--- src/rtl/pu_pkg.sv ---
// Shared constants and state encoding for the neuron processing unit and its sequencer.
package pu_pkg;

  localparam int NUM_NEURONS   = 30;
  localparam int ROUNDS        = 8;
  localparam int RND_W         = 4;
  localparam int IDX_W         = 5;
  localparam int NEURON_INPUTS = 62;
  localparam int DATA_W        = 8;

  typedef enum logic [2:0] {
    S_IDLE = 3'd0,
    S_REQ  = 3'd1,
    S_CLR  = 3'd2,
    S_ACC  = 3'd3,
    S_CAP  = 3'd4,
    S_WB   = 3'd5,
    S_DONE = 3'd6
  } state_e;

endpackage

--- src/rtl/pu_sequencer_mod_counter.sv ---
// Modulo counter with clear priority; last flags the terminal count MAX.
module mod_counter #(
  parameter int WIDTH = 4,
  parameter int MAX   = 7
) (
  input  logic             clk,
  input  logic             rst,
  input  logic             clr,
  input  logic             inc,
  output logic [WIDTH-1:0] cnt,
  output logic             last
);

  logic [WIDTH-1:0] cnt_q, cnt_d;

  assign last = (cnt_q == WIDTH'(MAX));
  assign cnt  = cnt_q;

  always_comb begin
    cnt_d = cnt_q;
    if (clr)
      cnt_d = '0;
    else if (inc)
      cnt_d = last ? '0 : cnt_q + WIDTH'(1);
  end

  always_ff @(posedge clk or posedge rst) begin
    if (rst) cnt_q <= '0;
    else     cnt_q <= cnt_d;
  end

endmodule

--- src/rtl/pu_sequencer.sv ---
// Control sequencer for one PU datapath: fetch bundle, run MAC rounds, capture and
// hand off one activation per neuron, then pulse done.
module pu_sequencer
  import pu_pkg::*;
#(
  parameter int NUM_NEURONS = pu_pkg::NUM_NEURONS,
  parameter int ROUNDS      = pu_pkg::ROUNDS,
  parameter int IDX_W       = pu_pkg::IDX_W,
  parameter int RND_W       = pu_pkg::RND_W
) (
  input  logic              clk,
  input  logic              rst,
  input  logic              start,
  output logic              busy,
  output logic              done,
  output logic              data_req,
  input  logic              data_ack,
  output logic [IDX_W-1:0]  neuron_idx,
  output logic              read_data_reg_ld,
  output logic              acc_rst,
  output logic              ld,
  output logic [RND_W-1:0]  round,
  output logic              mult_done,
  input  logic [DATA_W-1:0] pu_out,
  output logic              result_valid,
  input  logic              result_ready,
  output logic [DATA_W-1:0] result_data,
  output logic [IDX_W-1:0]  result_idx
);

  state_e            state_q, state_d;
  logic [DATA_W-1:0] result_data_q;
  logic [IDX_W-1:0]  result_idx_q;
  logic              rnd_last, nrn_last;
  logic              xfer;

  assign xfer = (state_q == S_WB) && result_ready;

  // Round index: cleared in CLR, advanced through ACC, parked on the last round.
  mod_counter #(.WIDTH(RND_W), .MAX(ROUNDS-1)) u_rnd (
    .clk  (clk),
    .rst  (rst),
    .clr  (state_q == S_CLR),
    .inc  ((state_q == S_ACC) && !rnd_last),
    .cnt  (round),
    .last (rnd_last)
  );

  // Neuron index: zeroed at pass start and on the way back to IDLE.
  mod_counter #(.WIDTH(IDX_W), .MAX(NUM_NEURONS-1)) u_nrn (
    .clk  (clk),
    .rst  (rst),
    .clr  (((state_q == S_IDLE) && start) || (state_q == S_DONE)),
    .inc  (xfer && !nrn_last),
    .cnt  (neuron_idx),
    .last (nrn_last)
  );

  always_comb begin
    state_d = state_q;
    case (state_q)
      S_IDLE:  if (start)    state_d = S_REQ;
      S_REQ:   if (data_ack) state_d = S_CLR;
      S_CLR:                 state_d = S_ACC;
      S_ACC:   if (rnd_last) state_d = S_CAP;
      S_CAP:                 state_d = S_WB;
      S_WB:    if (xfer)     state_d = nrn_last ? S_DONE : S_REQ;
      S_DONE:                state_d = S_IDLE;
      default:               state_d = S_IDLE;
    endcase
  end

  always_ff @(posedge clk or posedge rst) begin
    if (rst) begin
      state_q       <= S_IDLE;
      result_data_q <= '0;
      result_idx_q  <= '0;
    end else begin
      state_q <= state_d;
      if (state_q == S_CAP) begin
        result_data_q <= pu_out;
        result_idx_q  <= neuron_idx;
      end
    end
  end

  // Controls decode straight off the state flops; IDLE decodes to all zeros.
  assign busy             = (state_q != S_IDLE);
  assign done             = (state_q == S_DONE);
  assign data_req         = (state_q == S_REQ);
  assign read_data_reg_ld = data_req && data_ack;
  assign acc_rst          = (state_q == S_CLR);
  assign ld               = (state_q == S_ACC);
  assign mult_done        = ld && rnd_last;
  assign result_valid     = (state_q == S_WB);
  assign result_data      = result_data_q;
  assign result_idx       = result_idx_q;

  a_ctrl_excl: assert property (@(posedge clk) disable iff (rst)
    $onehot0({ld, acc_rst, read_data_reg_ld}));

  a_wb_stable: assert property (@(posedge clk) disable iff (rst)
    (result_valid && !result_ready) |=> (result_valid && $stable(result_data) && $stable(result_idx)));

endmodule

--- config.mk ---
export PLATFORM = sky130hd
export DESIGN_NAME = pu_sequencer
export DESIGN_NICKNAME = d
export VERILOG_FILES = /design/src/rtl/pu_pkg.sv /design/src/rtl/pu_sequencer_mod_counter.sv /design/src/rtl/pu_sequencer.sv
export SDC_FILE = /design/constraint.sdc
export NUM_CORES = 1
export LEC_CHECK = 0
export ABC_AREA = 1
export BUFFER_PORTS_ARGS = -buffer_cell sky130_fd_sc_hd__buf_2
export CAP_MARGIN = 20
export CORE_ASPECT_RATIO = 0.5
export CORE_MARGIN = 2
export CORE_UTILIZATION = 52
export CTS_BUF_LIST = sky130_fd_sc_hd__clkbuf_2 sky130_fd_sc_hd__clkbuf_4 sky130_fd_sc_hd__clkbuf_8
export CTS_CLUSTER_SIZE = 20
export DETAILED_ROUTE_END_ITERATION = 12
export GPL_TIMING_DRIVEN = 1
export PLACE_DENSITY = 0.86
export SLEW_MARGIN = 10
export SYNTH_ARGS = -nofsm -noshare
export SYNTH_HDL_FRONTEND = slang
export SYNTH_HIERARCHICAL = 1
export SYNTH_SLANG_ARGS = --single-unit
--- constraint.sdc ---
create_clock -name clk -period 1.9 [get_ports clk]
set_input_delay 0 -clock clk [delete_from_list [all_inputs] [get_ports clk]]
set_output_delay 0 -clock clk [all_outputs]
set_load 0.02 [all_outputs]
==> Word-level counts from Yosys, hierarchy flattened <==
Index checks and enable logic that the tools add are counted.
{ "op_classes": {"n_addsub": 2, "eq_ne": 12, "n_mux": 12, "n_reduce_logical": 14} }
{ "op_table": {"columns": ["cell", "count"], "rows": [
  ["$pmux 3 s6", 1],
  ["$mux 3", 5],
  ["$mux 5", 3],
  ["$mux 4", 3],
  ["$eq 3x3->1 const B", 3],
  ["$eq 3x2->1 const B", 2],
  ["$logic_and 1x1->1", 6],
  ["$ne 2x1->1 const B", 3],
  ["$add 5x1->5 const B", 1],
  ["$eq 5x5->1 const B", 1],
  ["$add 4x1->4 const B", 1],
  ["$eq 4x3->1 const B", 1],
  ["$reduce_and 4->1", 1],
  ["$reduce_bool 2->1", 2],
  ["$eq 3x1->1 const B", 1],
  ["$logic_not 3->1", 1],
  ["$reduce_bool 3->1", 1],
  ["$logic_not 1->1", 2],
  ["$ne 2x2->1 const B", 1],
  ["$logic_or 1x1->1", 1]
]} }
{ "word_totals": {"regBits": 25, "input_bits": 13} }

==> Depth between registers and ports, before layout <==
Gate-level depths: netlist of the first run.
{ "logic_depth": {"ltp_word": 5, "mapped_depth": 10, "depth_no_buf": 10} }

==> Cells and area by module <==
Netlist of the first run, hierarchy kept.
{ "by_module_without_submodules": {"columns": ["module", "n_inst", "cells_each", "area_each_um2", "seq_area_each_um2"], "rows": [
  ["pu_sequencer", 1, 80, 825.8, 400.4],
  ["mod_counter (u_nrn)", 1, 49, 331.6, 125.1],
  ["mod_counter (u_rnd)", 1, 30, 222.7, 100.1]
]} }

==> Least setup slack after synthesis of the first run <==
Ideal clock, no wire load.
{ "synth_path": {"path_kind": "register to register", "startpoint": "register u_nrn.cnt_q[1] (netlist: u_nrn/cnt[1])", "endpoint": "register u_nrn.cnt_q[3] (netlist: u_nrn/cnt[3])", "setup_ps": 117, "t_arrival_ps": 1561, "t_required_ps": 1783, "setup_slack_ps": 222, "stages_incl_launch_ff": 11, "path_buffers": 0, "period_less_slack_ps": 1678, "path_cell_list": "dfrtp_1 inv_1 ha_1 nand2_1 nor2_4 nor4_1 inv_1 nand2_1 inv_1 nand2_1 nand2_1"} }
{ "synth_via": {"elab_chain_len": 4, "elab_cells_between_ends": 8} }
{ "synth_rtl": {"columns": ["element", "line_no", "text"], "rows": [
  ["from (decl)", "pu_sequencer_mod_counter.sv:14", "logic [WIDTH-1:0] cnt_q, cnt_d;"],
  ["from (signal assigned)", "pu_sequencer_mod_counter.sv:29", "else cnt_q <= cnt_d;"],
  ["$eq 5x5->1 (*)", "pu_sequencer_mod_counter.sv:16", "assign last = (cnt_q == WIDTH'(MAX));"],
  ["named net nrn_last", "pu_sequencer.sv:34", "logic rnd_last, nrn_last;"],
  ["$mux 5 / $logic_not 1->1 (equally long branches)", "pu_sequencer_mod_counter.sv:24, pu_sequencer.sv:54", null],
  ["$mux 5 / $logic_and 1x1->1 (equally long branches)", "pu_sequencer_mod_counter.sv:23, pu_sequencer.sv:54", null],
  ["$mux 5 / $reduce_bool 2->1 (equally long branches)", null, null]
]} }
The timed path passes the listed nets; every way through them passes the cells marked *. The select of a mux whose other input is x is not followed.
A chain may end at the register's enable or synchronous reset.

==> Final worst setup path of the first run <==
{ "layout_path": {"startpoint": "register u_nrn.cnt_q[0] (netlist: u_nrn/cnt[0])", "endpoint": "register u_nrn.cnt_q[0] (netlist: u_nrn/cnt[0])"} }
Same word-level chain as after synthesis.

==> results.yml, run 1 <==
status:
  status: "finished clean"
detailed_routing:
  wl_met3_um: 184
  drc: 0
  wl_mm: 3.00
  met2_length_mm: 1.49
  vias: 1217
  highest_layer: "met4"
  wl_met1_mm: 1.29
  viasPerCell: 4.87
  dr.pass1.iters: 4
  ant_nets: 0
  detail_route.iter0.violations: 65
  wire_per_inst_um: 12.0
floorplan:
  core_area_mm2: 0.00255
  start_util: 0.540
  die_h_um: 40.4
  row_count: 13
  die_area_mm2: 0.00311
  io_pins: 43
  die_x_um: 76.9
finish:
  stdcell_count: 250
  nets: 230
  seq_area_um2: 627
  drive_gt1_frac: 0.329
  multi_input_area_um2: 632
  fillers: 201
  syn2layout_area_growth_pct: 27.7
  insertedDiodeCount: 0
synth:
  synth_top_family_by_area: "simple AND/OR/NAND/NOR gates"
  async_flop_share: 1.00
  synth_area_per_cell_um2: 8.68
  yosys_register_bits: 25
  synth_ff_type: "dfrtp_1"
  yosysSeqAreaShare: 0.453
  synth_edf_count: 0
  synth_xor_area_frac: 0
  syn-instance-count: 159
  synth_top_area_frac: 0.453
  synth_cell_types: 21
  synth_compound_area_frac: 0.0299
  syn_area_mm2: 0.00138
  yosys_warnings: 6
  yosysMostFrequentCell: "nand2_1"
  synth-adder-area-share: 0.0272
  synth_top_cell_by_area: "dfrtp_1"
  netlist_top_cells_area: "dfrtp_1, nand2_1, mux2_4"
  muxShareOfSynthArea: 0.131
  synth-simple-area-share: 0.266
  ys_top_cells_by_count: "nand2_1, inv_1, dfrtp_1"
  synth_nets: 175
setup_path:
  slowest_stage: "dfrtp_1"
  critPathRequiredTime_ps: 2060
  reg2reg_depth: 9
  crit_end: "u_nrn/cnt[0]$_DFFE_PP0P_"
  critical_path.max_stage_delay_ps: 470
  path_max_fanout: 8
  crit_path_end_kind: "register"
  worstSetupPathType: "register to register"
  rr_startpoint: "u_nrn/cnt[0]$_DFFE_PP0P_"
  reg2reg_to: "u_nrn/cnt[0]$_DFFE_PP0P_"
  crit_start: "u_nrn/cnt[0]$_DFFE_PP0P_"
  critPathArrivalTime_ps: 1950
  worstSetupStartpointType: "register"
  crit_chain: "ha_1, nand2_1, nor2_4, nor4_2, inv_1, nand2_1, inv_1, nand2_1, nand2_1"
  cp_common_cell: "nand2_1"
  r2r_slack_ps: 110
clock_tree:
  cts_setup_buffers: 0
  root_buffer: "clkbuf_8"
  clk_pin_slew_worst_paths_ps: 90
  clk-insertion-delay-late_ps: 270
  cts_tree: "yes"
  htreeDepth: 1
  clkSinkCount: 25
  cts_buffers: 3
  clockBufferDepth: 2
global_route:
  grtUsageTotal: 0.196
  grt_pass1_wl_mm: 4.51
  grt_pass1_vias: 1030
  grt_overflow: 0
  antenna_found_initial: 0
  grt_max_degree: 17
sta:
  setup_tns_ps: 0
  layout_setup_ws_ps: 105
  layout_min_cycle_time_ps: 1790
  fmax_mhz: 557
  hold_violations: 0
  grt_setup_unrepaired: "no"
  slew_headroom: 0.600
  worst_pin_slew_ps: 599
  period_share: 0.945
  drv_slew: 0
  finalSetupViolCount: 0
  fin_skew_ps: 4.27
placement:
  io_buffers: 42
  dpl.cell_count: 237
  globalplace.congestion: 0.862
  pre_cts_ws_ps: 37.0
  dp_hpwl_mm: 2.12
pwr:
  p_per_area_mw_per_mm2: 1410
  p_leak_nw: 1.02
  vdd_drop_max_uv: 620
job:
  max_cap_violations: 0
worst_hold_path:
  min_path_type: "input port to register"
[cell usage in the layout (no fill, tap or decap), drive strengths merged, types with 4 or more instances in the layout]
cell type,Yosys,final
a21oi,4,4
dlygate4sd3,0,9
mux2,13,13
nand2,50,50
nor2,15,15
nand3,10,10
buf,2,43
inv,27,27
dfrtp,25,25
[registers in the layout (all words and copies together) (netlist names)]
register and cells:
result_data 8, result_idx 5, u_nrn/cnt 5, u_rnd/cnt 4, state_q 3
[report_power, final]
| part | switching (mW) | internal [mW] | total, mW |
|---|---|---|---|
| sequential | 0.176 | 0.713 | 0.889 |
| clock | 0.165 | 0.149 | 0.314 |
| combinational | 0.790 | 0.493 | 1.28 |
| total | 1.13 | 1.35 | 2.49 |
[worst max-delay path: cells and delay by family (launching register included)]
family,cells,cell delay (ps)
buffers and inverters,2,180
DFF,1,470
and+or+nand+nor,6,810
adders and majority gates,1,230
[layout make-up]
| cell class | instances | area share |
|---|---|---|
| tap | 37 | 0.0263 |
| clock buffer | 3 | 0.0234 |
| sequential | 25 | 0.356 |
| multi-input combinational | 105 | 0.358 |
| clock inverter | 1 | 0.00426 |
| inverter | 27 | 0.0575 |
| timing repair buffer | 52 | 0.175 |
[per-stage QoR]
step | hold WS, ps | instance area, um^2 | power [mW] | utilization
5_1_grt | 76.7 | 1760 | 2.68 | 0.690
3_5_place_dp | -89.8 | 1620 | 2.15 | 0.633
6_report | 40.6 | 1760 | 2.49 | 0.690
3_3_place_gp | -89.1 | 1620 | 2.10 | 0.633
2_1_floorplan | -234 | 1380 | 1.81 | -
4_1_cts | 29.5 | 1760 | 2.49 | 0.687
[worst min-delay path by stage]
stage                            start                        to  slack (ps)  cells past startpoint
after floorplan                    rst  u_rnd/cnt[0]$_DFFE_PP0P_        -230                      1
after global placement             rst  u_rnd/cnt[3]$_DFFE_PP0P_         -90                      2
after global routing      result_ready    state_q[2]$_DFFE_PP0P_          80                      4
final                     result_ready    state_q[2]$_DFFE_PP0P_          40                      4
after detailed placement           rst  u_rnd/cnt[0]$_DFFE_PP0P_         -90                      2
after CTS                 result_ready    state_q[2]$_DFFE_PP0P_          30                      4
[cells by family (layout without fill, tap and decap cells)]
| kind of cell | count (synthesis) | count (layout) |
|---|---|---|
| AO/OA/AOI/OAI | 8 | 8 |
| adder cells (fa/ha/maj) | 3 | 3 |
| multiplexers | 13 | 13 |
| flip-flops | 25 | 25 |
| buffers and inverters | 29 | 83 |
| AND/OR/NAND/NOR | 81 | 81 |
[repair_timing]
item	in CTS	in global routing
gates resized for setup	0	2
endpoints found under the setup margin	0	5
hold buffers	9	0
hold endpoints to repair	33	0
[layer usage]
metal,global-route usage,vias up
li1,-,605
met1,0.224,563
met2,0.377,44
met3,0.0518,5
met4,0.0773,0
met5,0,-
No activity file was read; power rests on OpenSTA's default activity.
==> inputs of run 2 (changes only) <==
Settings changed: BUFFER_PORTS_ARGS -buffer_cell sky130_fd_sc_hd__buf_2 to -buffer_cell sky130_fd_sc_hd__buf_4.
==> results.yml, run 2 (synthesis gave the netlist of run 1 again) <==
detailed_routing:
  drc: 0
  dr.pass1.iters: 4
  ant_nets: 0
  detail_route.iter0.violations: 34
  wl_mm: 2.96
  wire_per_inst_um: 11.8
  vias: 1213
  viasPerCell: 4.83
sta:
  grt_setup_unrepaired: "no"
  period_share: 0.935
  drv_slew: 0
  setup_tns_ps: 0
  fin_skew_ps: 1.61
  finalSetupViolCount: 0
  slew_headroom: 0.599
  fmax_mhz: 563
  layout_min_cycle_time_ps: 1780
  worst_pin_slew_ps: 601
  hold_violations: 0
worst_hold_path:
  min_to: "state_q[2]$_DFFE_PP0P_"
  min_from: "result_ready"
  holdPathStages: 4
  min_path_type: "input port to register"
finish:
  final_area_mm2: 0.00187
  drive_gt1_frac: 0.322
  layout_commonest_cell: "nand2_1"
  layout_common_cells: "nand2_1, buf_4, inv_1, dfrtp_1"
  largest_reg_flops: 8
  nets: 231
  syn2layout_area_growth_pct: 35.4
  fillers: 202
  insertedDiodeCount: 0
floorplan:
  row_count: 13
  die_area_mm2: 0.00311
  die_h_um: 40.4
  die_x_um: 76.9
  io_pins: 43
  core_area_mm2: 0.00255
  start_util: 0.540
job:
  max_cap_violations: 0
placement:
  globalplace.congestion: 0.844
  dp_hpwl_mm: 2.16
  io_buffers: 42
  place_area_mm2: 0.00173
clock_tree:
  htreeDepth: 1
  root_buffer: "clkbuf_8"
  cts_setup_buffers: 0
  clk-insertion-delay-late_ps: 270
  cts_tree: "yes"
  clkSinkCount: 25
  clockBufferDepth: 2
  cts_buffers: 3
  clk_pin_slew_worst_paths_ps: 80
pwr:
  p_leak_nw: 1.05
  vdd_drop_max_uv: 674
  total_power_mw: 2.62
  p_per_area_mw_per_mm2: 1400
setup_path:
  crit_path_end_kind: "register"
  reg2reg_to: "u_nrn/cnt[3]$_DFFE_PP0P_"
  critPathArrivalTime_ps: 1950
  cp_common_cell: "nand2_1"
  critPathRequiredTime_ps: 2070
  reg2reg_depth: 10
  worstSetupPathType: "register to register"
  r2r_slack_ps: 120
  crit_start: "u_nrn/cnt[1]$_DFFE_PP0P_"
  critical_path_buf_inv_count: 3
  path_max_fanout: 7
  rr_startpoint: "u_nrn/cnt[1]$_DFFE_PP0P_"
  slowest_stage: "dfrtp_1"
  crit_chain: "inv_1, ha_1, nand2_1, nor2_4, nor4_1, inv_1, nand2_1, inv_1, nand2_1, nand2_1"
  worstSetupStartpointType: "register"
  critical_path.max_stage_delay_ps: 450
  critical-path-top-delay-family: "simple AND/OR/NAND/NOR gates"
global_route:
  grt_max_degree: 17
  grtUsageTotal: 0.202
  grt_overflow: 0
  antenna_found_initial: 0
  grt_pass1_vias: 1026
  grt_pass1_wl_mm: 4.62
status:
  status: "finished clean"
-- run 2: cell count changes in the layout (fill, tap and decap cells not counted) --
| cell | delta |
|---|---|
| dfrtp_2 | -1 |
| buf_4 | +43 |
| nor4_2 | -1 |
| nor4_1 | +1 |
| dfrtp_1 | +1 |
| buf_2 | -42 |
-- run 2: layer usage --
metal	part of all wire	track usage	vias up
met5	0	0	-
met1	0.44	0.242	550
met2	0.48	0.362	45
met3	0.064	0.0586	8
met4	0.017	0.0818	0
li1	-	-	610
-- run 2: how the worst max path moves through the flow --
| stage | end | cells past startpoint |
|---|---|---|
| global placement | u_nrn/cnt[4]$_DFFE_PP0P_ | 10 |
| detailed placement | u_nrn/cnt[4]$_DFFE_PP0P_ | 10 |
| finish | u_nrn/cnt[3]$_DFFE_PP0P_ | 10 |
| floorplan | u_nrn/cnt[3]$_DFFE_PP0P_ | 10 |
| CTS | u_nrn/cnt[4]$_DFFE_PP0P_ | 10 |
| global route | u_nrn/cnt[2]$_DFFE_PP0P_ | 9 |
-- run 2: power by group --
group,internal (mW),switching [mW],leakage (nW),total (mW)
clock network,0.149,0.168,0.0217,0.317
registers,0.713,0.158,0.324,0.871
logic,0.626,0.805,0.700,1.43
total,1.49,1.13,1.05,2.62
-- run 2: repair_timing --
action,4_1_cts,5_1_grt
gates resized for setup,0,0
hold buffers,9,0
setup endpoints to repair,0,0
hold endpoints to repair,33,0
-- run 2: worst reg2reg max path, stage by stage (launching register included) --
cell and delay [ps]:
dfrtp_1 450, inv_1 70, ha_1 180, nand2_1 140
nor2_4 60, nor4_1 340, inv_1 80, nand2_1 130
inv_1 100, nand2_1 70, nand2_1 50
-- run 2: area by class of cell --
cell class | count | area (um^2) | area share
inverter | 27 | 101 | 0.0543
multi-input combinational | 105 | 626 | 0.335
sequential | 25 | 626 | 0.335
timing repair buffer | 53 | 420 | 0.225
clock buffer | 3 | 41.3 | 0.0221
tap | 37 | 46.3 | 0.0248
clock inverter | 1 | 7.51 | 0.00402
-- run 2: metrics by stage --
step	setup slack [ps]	util	hold slack [ps]	std cells
3_3_place_gp	270	0.677	-86.4	238
2_1_floorplan	222	-	-234	159
5_1_grt	7.45	0.732	64.0	251
3_5_place_dp	181	0.677	-85.7	238
4_1_cts	152	0.732	27.7	251
6_report	124	0.732	42.8	251
==> inputs of run 3 (changes only) <==
Settings changed: CORE_ASPECT_RATIO 0.5 to not set, CORE_UTILIZATION 52 to 55, PLACE_DENSITY 0.86 to 0.9.
Clock period 1.9 ns to 2.05 ns, I/O delays scaled along.
==> results.yml, run 3 (synthesis gave the netlist of run 1 again) <==
placement:
  place_area_mm2: 0.00171
  dpl.cell_count: 229
  dp_hpwl_mm: 2.48
  globalplace.congestion: 0.820
  io_buffers: 42
setup_path:
  crit_path_end_kind: "register"
  critPathArrivalTime_ps: 2070
  reg2reg_depth: 9
  reg2reg_to: "u_nrn/cnt[3]$_DFFE_PP0P_"
  critical-path-top-delay-family: "simple AND/OR/NAND/NOR gates"
  worstSetupPathType: "register to register"
  slowest_stage: "dfrtp_1"
  critPathRequiredTime_ps: 2330
  cp_common_cell: "nand2_1"
  rr_startpoint: "u_nrn/cnt[1]$_DFFE_PP0P_"
  worstSetupStartpointType: "register"
  critical_path.max_stage_delay_ps: 490
  path_max_fanout: 7
  r2r_slack_ps: 260
  crit_chain: "inv_1, ha_1, nand2_1, nor2_4, nor4_1, nand2_1, nor2_2, nand2_1, nand2_1"
  critical_path_buf_inv_count: 1
pwr:
  vdd_drop_max_uv: 991
  p_per_area_mw_per_mm2: 1300
  p_leak_nw: 1.03
sta:
  holdWs_ps: 110
  fin_skew_ps: 9.20
  slew_headroom: 0.611
  worst_pin_slew_ps: 583
  layout_min_cycle_time_ps: 1790
  hold_violations: 0
  finalSetupViolCount: 0
  grt_setup_unrepaired: "no"
  setup_tns_ps: 0
  period_share: 0.873
  fmax_mhz: 559
  drv_slew: 0
floorplan:
  start_util: 0.567
  die_area_mm2: 0.00293
  die_h_um: 54.1
  io_pins: 43
  row_count: 18
  core_area_mm2: 0.00243
  die_x_um: 54.1
worst_hold_path:
  min_path_type: "input port to async pin"
finish:
  stdcell_count: 243
  layout_common_cells: "nand2_1, buf_4, inv_1, dfrtp_1"
  final_area_mm2: 0.00184
  layout_commonest_cell: "nand2_1"
  insertedDiodeCount: 0
  drive_gt1_frac: 0.315
  largest_reg_flops: 8
  syn2layout_area_growth_pct: 33.0
  nets: 230
clock_tree:
  cts_tree: "yes"
  root_buffer: "clkbuf_4"
  cts_resized: 0
  clkSinkCount: 25
  clk_pin_slew_worst_paths_ps: 150
  clk-insertion-delay-late_ps: 320
  cts_buffers: 3
  htreeDepth: 1
  clockBufferDepth: 2
detailed_routing:
  vias: 1283
  detail_route.iter0.violations: 42
  wl_mm: 3.47
  drc: 0
  ant_nets: 0
  dr.pass1.iters: 4
  wire_per_inst_um: 14.3
  viasPerCell: 5.28
global_route:
  antenna_found_initial: 0
  grtUsageTotal: 0.264
  grt_pass1_vias: 1230
  grt_pass1_wl_mm: 5.51
  grt_overflow: 0
  grt_max_degree: 17
status:
  status: "finished clean"
job:
  max_cap_violations: 0
## run 3: changes by cell type in the layout (fill, tap and decap cells not counted)
cell,previous run,this run
clkbuf_4,0,3
dlygate4sd3_1,9,10
clkbuf_8,3,0
buf_4,44,42
## run 3: worst max-delay path by stage
stage / from / to / depth (start not counted)
4_1_cts: u_nrn/cnt[1]$_DFFE_PP0P_ / u_nrn/cnt[3]$_DFFE_PP0P_ / 9
2_1_floorplan: u_nrn/cnt[1]$_DFFE_PP0P_ / u_nrn/cnt[3]$_DFFE_PP0P_ / 10
3_3_place_gp: u_nrn/cnt[1]$_DFFE_PP0P_ / u_nrn/cnt[4]$_DFFE_PP0P_ / 10
3_5_place_dp: u_nrn/cnt[1]$_DFFE_PP0P_ / u_nrn/cnt[3]$_DFFE_PP0P_ / 10
5_1_grt: u_nrn/cnt[1]$_DFFE_PP0P_ / u_nrn/cnt[4]$_DFFE_PP0P_ / 10
6_report: u_nrn/cnt[1]$_DFFE_PP0P_ / u_nrn/cnt[3]$_DFFE_PP0P_ / 9
## run 3: power by group
part	internal (mW)	switching [mW]
clock network	0.0746	0.154
logic	0.557	0.733
registers	0.659	0.201
## run 3: final cells by class
type                    count  area (um^2)
multi-input cells         105          626
repair buffers             52          415
well taps                  30         37.5
clock buffers               3         22.5
inverters                  27          101
clock inverters             1         7.51
fillers                   169          597
flip-flops and latches     25          626
## run 3: timing repair
item / in CTS / in global routing
buffers inserted: 0 / 0
setup endpoints to repair: 0 / 0
endpoints found under the hold margin: 34 / 0
hold buffers: 10 / 0
## run 3: layer usage
layer  GRT usage  up-vias  wire [um]
met1       0.300      593       1290
li1            -      606          -
met4      0.0958        0         95
met5           0        -          0
met2       0.494       70       1850
met3      0.0389       14        229
## run 3: stage by stage
step	util	setup slack [ps]	power (mW)
finish	0.755	261	2.38
global route	0.755	74.1	2.55
CTS	0.755	266	2.37
detailed placement	0.701	302	2.12
global placement	0.701	406	2.05
floorplan	-	372	1.67
## run 3: worst reg2reg max path, stage by stage, from the launching register on
cell and delay, ps:
dfrtp_1 490, inv_1 70, ha_1 170, nand2_1 130, nor2_4 70, nor4_1 340, nand2_1 120, nor2_2 200
nand2_1 90, nand2_1 70
